File: src/rtl/vga_sync_gen.sv
// VGA raster timing: pixel-rate divider, x/y scan counters,
// registered sync/blank decode and a per-frame strobe.
module vga_sync_gen #(
  parameter int CLK_DIV   = 4,
  parameter int H_DISPLAY = 640,
  parameter int H_FRONT   = 16,
  parameter int H_SYNC    = 96,
  parameter int H_BACK    = 48,
  parameter int V_DISPLAY = 480,
  parameter int V_FRONT   = 10,
  parameter int V_SYNC    = 2,
  parameter int V_BACK    = 33
) (
  input  logic       clk,
  input  logic       reset,
  output logic [9:0] x,
  output logic [9:0] y,
  output logic       p_tick,
  output logic       video_on,
  output logic       hsync,
  output logic       vsync,
  output logic       frame_start
);

  localparam int H_TOTAL = H_DISPLAY + H_FRONT + H_SYNC + H_BACK;
  localparam int V_TOTAL = V_DISPLAY + V_FRONT + V_SYNC + V_BACK;

  localparam logic [3:0] DIV_M1 = 4'(CLK_DIV - 1);
  localparam logic [9:0] HT_M1  = 10'(H_TOTAL - 1);
  localparam logic [9:0] VT_M1  = 10'(V_TOTAL - 1);
  localparam logic [9:0] HD     = 10'(H_DISPLAY);
  localparam logic [9:0] VD     = 10'(V_DISPLAY);
  localparam logic [9:0] HS_LO  = 10'(H_DISPLAY + H_FRONT);
  localparam logic [9:0] HS_HI  = 10'(H_DISPLAY + H_FRONT + H_SYNC);
  localparam logic [9:0] VS_LO  = 10'(V_DISPLAY + V_FRONT);
  localparam logic [9:0] VS_HI  = 10'(V_DISPLAY + V_FRONT + V_SYNC);

  logic [3:0] div;
  logic [3:0] div_nxt;
  logic [9:0] x_nxt;
  logic [9:0] y_nxt;
  logic       x_wrap;
  logic       y_wrap;
  logic       wrap_all;

  always_comb begin
    p_tick   = (div == DIV_M1) && !reset;
    x_wrap   = (x == HT_M1);
    y_wrap   = (y == VT_M1);
    wrap_all = p_tick && x_wrap && y_wrap;
    div_nxt  = (div == DIV_M1) ? 4'd0 : div + 4'd1;
    x_nxt    = x;
    y_nxt    = y;
    if (p_tick) begin
      x_nxt = x_wrap ? 10'd0 : x + 10'd1;
      if (x_wrap)
        y_nxt = y_wrap ? 10'd0 : y + 10'd1;
    end
  end

  // Decode from next-state counts so the flags line up with x/y.
  always_ff @(posedge clk) begin
    if (reset) begin
      div         <= '0;
      x           <= '0;
      y           <= '0;
      hsync       <= 1'b1;
      vsync       <= 1'b1;
      video_on    <= 1'b0;
      frame_start <= 1'b0;
    end else begin
      div         <= div_nxt;
      x           <= x_nxt;
      y           <= y_nxt;
      hsync       <= !(x_nxt >= HS_LO && x_nxt < HS_HI);
      vsync       <= !(y_nxt >= VS_LO && y_nxt < VS_HI);
      video_on    <= (x_nxt < HD) && (y_nxt < VD);
      frame_start <= wrap_all;
    end
  end

endmodule

File: config.mk
export PLATFORM = sky130hd
export DESIGN_NAME = vga_sync_gen
export DESIGN_NICKNAME = d
export VERILOG_FILES = /design/src/rtl/vga_sync_gen.sv
export SDC_FILE = /design/constraint.sdc
export NUM_CORES = 1
export LEC_CHECK = 0
export BUFFER_PORTS_ARGS = -buffer_cell sky130_fd_sc_hd__clkbuf_2
export CAP_MARGIN = 30
export CORE_UTILIZATION = 58
export CTS_CLUSTER_DIAMETER = 100
export DETAILED_ROUTE_END_ITERATION = 16
export HOLD_SLACK_MARGIN = 0.03
export PLACE_DENSITY = 0.93
export SYNTH_ARGS = -nofsm -noshare
export SYNTH_HDL_FRONTEND = slang
export SYNTH_SLANG_ARGS = --single-unit
File: constraint.sdc
create_clock -name clk -period 5 [get_ports clk]
set_input_delay 0.25 -clock clk [delete_from_list [all_inputs] [get_ports clk]]
set_output_delay 0.25 -clock clk [all_outputs]
set_load 0.05 [all_outputs]
==> out/metrics.cfg <==
[flow_run]
drv_cap=0

[drt]
first_pass_iters=6
routedWlPerCell_um=13.95
ant_nets=0
dr_total_vias=1312
via_per_inst=6.160
totalWireLength_um=2972
route.detailed.drc=0
drtIter0Drc=46

[timing]
finalSetupViolCount=0
fmax_mhz=388.4
tightest_slew_ns=0.7096
skew_ns=0.003116
fin_tns_setup_ns=0
relSlewSlack_pct=52.59
hold_viol=0
rsz0062_at_grt=false
slew_viol_final=0
min_period_ns=2.575
period_share_pct=51.50

[cts]
path_clk_slew_ns=0.13
worst_skew_pair.late_latency_ns=0.32
hold_buffers=0
cts_resized=0
clockRootBuffer=clkbuf_4
cts_sinks=28
cts_tree=built
h-tree-depth=1
numCtsBuffers=3
clockBufferDepth=2
postCtsSetupBuffers=0

[grt]
grt_pass1_vias=1162
grt_pass1_wl_um=5106
antenna_found_initial=0
grt_overflow=0
grt_max_degree=19
grt_use_total_pct=25.51

[finish]
antennaDiodeCount=0
final_nets=193
seqCellArea_um2=560.5
synthToLayoutAreaGrowth_pct=9.759
multi_input_area_um2=827.0
drive_above_1_share_pct=17.84
n_fill_cell=160
fin_cells=213

[placed_design]
dp_cells=210
place.port_buffers=26
gp_congestion=0.8592
dp_hpwl_um=2220

[setup_path]
critPathSlowestCell=and4_1
cp_cell_sequence=ha_1 -> nor4b_4 -> and4_1 -> a31oi_1 -> o22a_1 -> a2111oi_2
ff2ff_setup_slack_ns=2.43
path_class=reg -> reg
crit_path_max_incr_delay_ns=0.69
required_ns=5.23
worstPathMaxFanout=18
critical_path.reg2reg.endpoint=video_on
r2r_start=div[0]
end_kind=flop
reg2reg_depth=6
cp-start-kind=flop
worstPathArrival_ns=2.80

[hold_path]
holdPathStages=2
worstHoldStart=reset
hold_end=video_on
hold_class=in -> reg

[logic_synthesis]
synthesis.area_um2=1449
synthCells=164
synth_seq_cells=28
synth_cell_types=37
synth_area_leaders=dfxtp_1 (39%), xnor2_1 (5.4%), xor2_1 (4.8%)
syn-num-nets=170
syn_area_per_cell_um2=8.835
synth_ff_type=dfxtp_1
yosys_warnings=0
ys_async_sr_fraction_pct=0
yosysMostFrequentCell=dfxtp_1
yosysTopAreaCell=dfxtp_1
synth_top_cell_area_share_pct=38.69
synth_edf_count=0
netlist_top_cells_count=dfxtp_1 (28), nor2_1 (16), nand2_1 (11)
yosysSeqAreaShare_pct=38.69

[floorplanning]
start_util_pct=63.66
die_area_um2=2702
die_y_um=51.98
placementRows=17
core_um2=2276
io_pins=27
die-width_um=51.98

[run_status]
status=finished, final reports clean

[pwr]
power_density_nw_per_um2=212.3
ir_drop_mv=0.2154
cellLeakagePower_uw=0.0006331

[worst max-delay path by stage]
stage	from	endpoint	slack, ns	depth (start not counted)
2_1_floorplan	div[0]	video_on	2.61	7
3_3_place_gp	reset	video_on	2.60	6
3_5_place_dp	reset	video_on	2.40	6
4_1_cts	div[0]	video_on	2.46	6
5_1_grt	div[0]	video_on	2.27	6
6_report	div[0]	video_on	2.43	6
[per-layer routing]
layer / GRT usage, % / wire, um / part of all wire, %
met5: 0 / 0 / 0
met4: 9.910 / 38 / 1.3
met3: 6.433 / 187 / 6.3
met2: 41.45 / 1405 / 47
met1: 31.96 / 1341 / 45
[cell type report]
class | instances | share of cell area (%)
Sequential cell | 28 | 35.25
Timing Repair Buffer | 26 | 8.183
Tap cell | 28 | 2.203
Inverter | 4 | 0.9441
Clock buffer | 3 | 1.416
Multi-Input combinational cell | 124 | 52.01
[through the flow]
step	area (um2)	util (%)	worst slack (ns)	hold slack (ns)	power, uW
2_1_floorplan	1449	-	2.606	0.4277	250.8
3_3_place_gp	1568	68.88	2.597	0.4392	253.1
3_5_place_dp	1568	68.88	2.403	0.4537	254.7
4_1_cts	1590	69.87	2.455	0.3501	340.6
5_1_grt	1590	69.87	2.271	0.3807	351.8
6_report	1590	69.87	2.425	0.3628	337.6
[state kept, by name (all words and copies together) (netlist names)]
register     count
frame_start      1
y               10
hsync            1
x               10
vsync            1
video_on         1
div              4
[where the power goes]
group	internal, uW	total [uW]	switching, uW
clock network	28.3	87.9	59.6
registers	226	229	2.64
logic	6.55	20.7	14.2
total	261	338	76.5
[cell families (layout without fill, tap and decap cells)]
kind of cell             count (synthesis)  in the layout  synth area share (%)
AO/OA/AOI/OAI                           15             15                 7.599
XOR/XNOR                                17             17                 10.28
adder cells (fa/ha/maj)                  4              4                 3.454
buffers and inverters                   12             33                 4.231
flip-flops                              28             28                 38.69
multiplexers                             1              1                0.6909
AND/OR/NAND/NOR                         87             87                 35.06
[placed cells by master (no fill, tap or decap), types with 2 or more instances in the layout]
| cell type | Yosys | layout |
|---|---|---|
| ha_1 | 4 | 4 |
| inv_1 | 4 | 4 |
| a211oi_1 | 2 | 2 |
| xor2_1 | 8 | 8 |
| nand2_1 | 11 | 11 |
| clkbuf_4 | 0 | 3 |
| nand4b_1 | 2 | 2 |
| nor3_1 | 9 | 9 |
| a21oi_1 | 5 | 5 |
| and4_1 | 2 | 2 |
| nor2_1 | 16 | 16 |
| nand2b_1 | 4 | 4 |
| and3_1 | 6 | 6 |
| clkbuf_2 | 0 | 26 |
| nor3b_1 | 3 | 3 |
| dfxtp_1 | 28 | 28 |
| nor4_1 | 4 | 4 |
| nand3b_1 | 3 | 3 |
| nor2b_1 | 5 | 5 |
| o211ai_1 | 2 | 2 |
| nand4_1 | 8 | 8 |
| xnor2_1 | 9 | 9 |
| nand3_1 | 8 | 8 |
[critical path: cells and delay by family, from the launching register on]
family / cells / cell delay, ns
AO/OA/AOI/OAI: 3 / 0.79
flip-flops: 1 / 0.38
AND/OR/NAND/NOR: 2 / 1.08
adder cells (fa/ha/maj): 1 / 0.22
(Power assumes the default switching activity.)
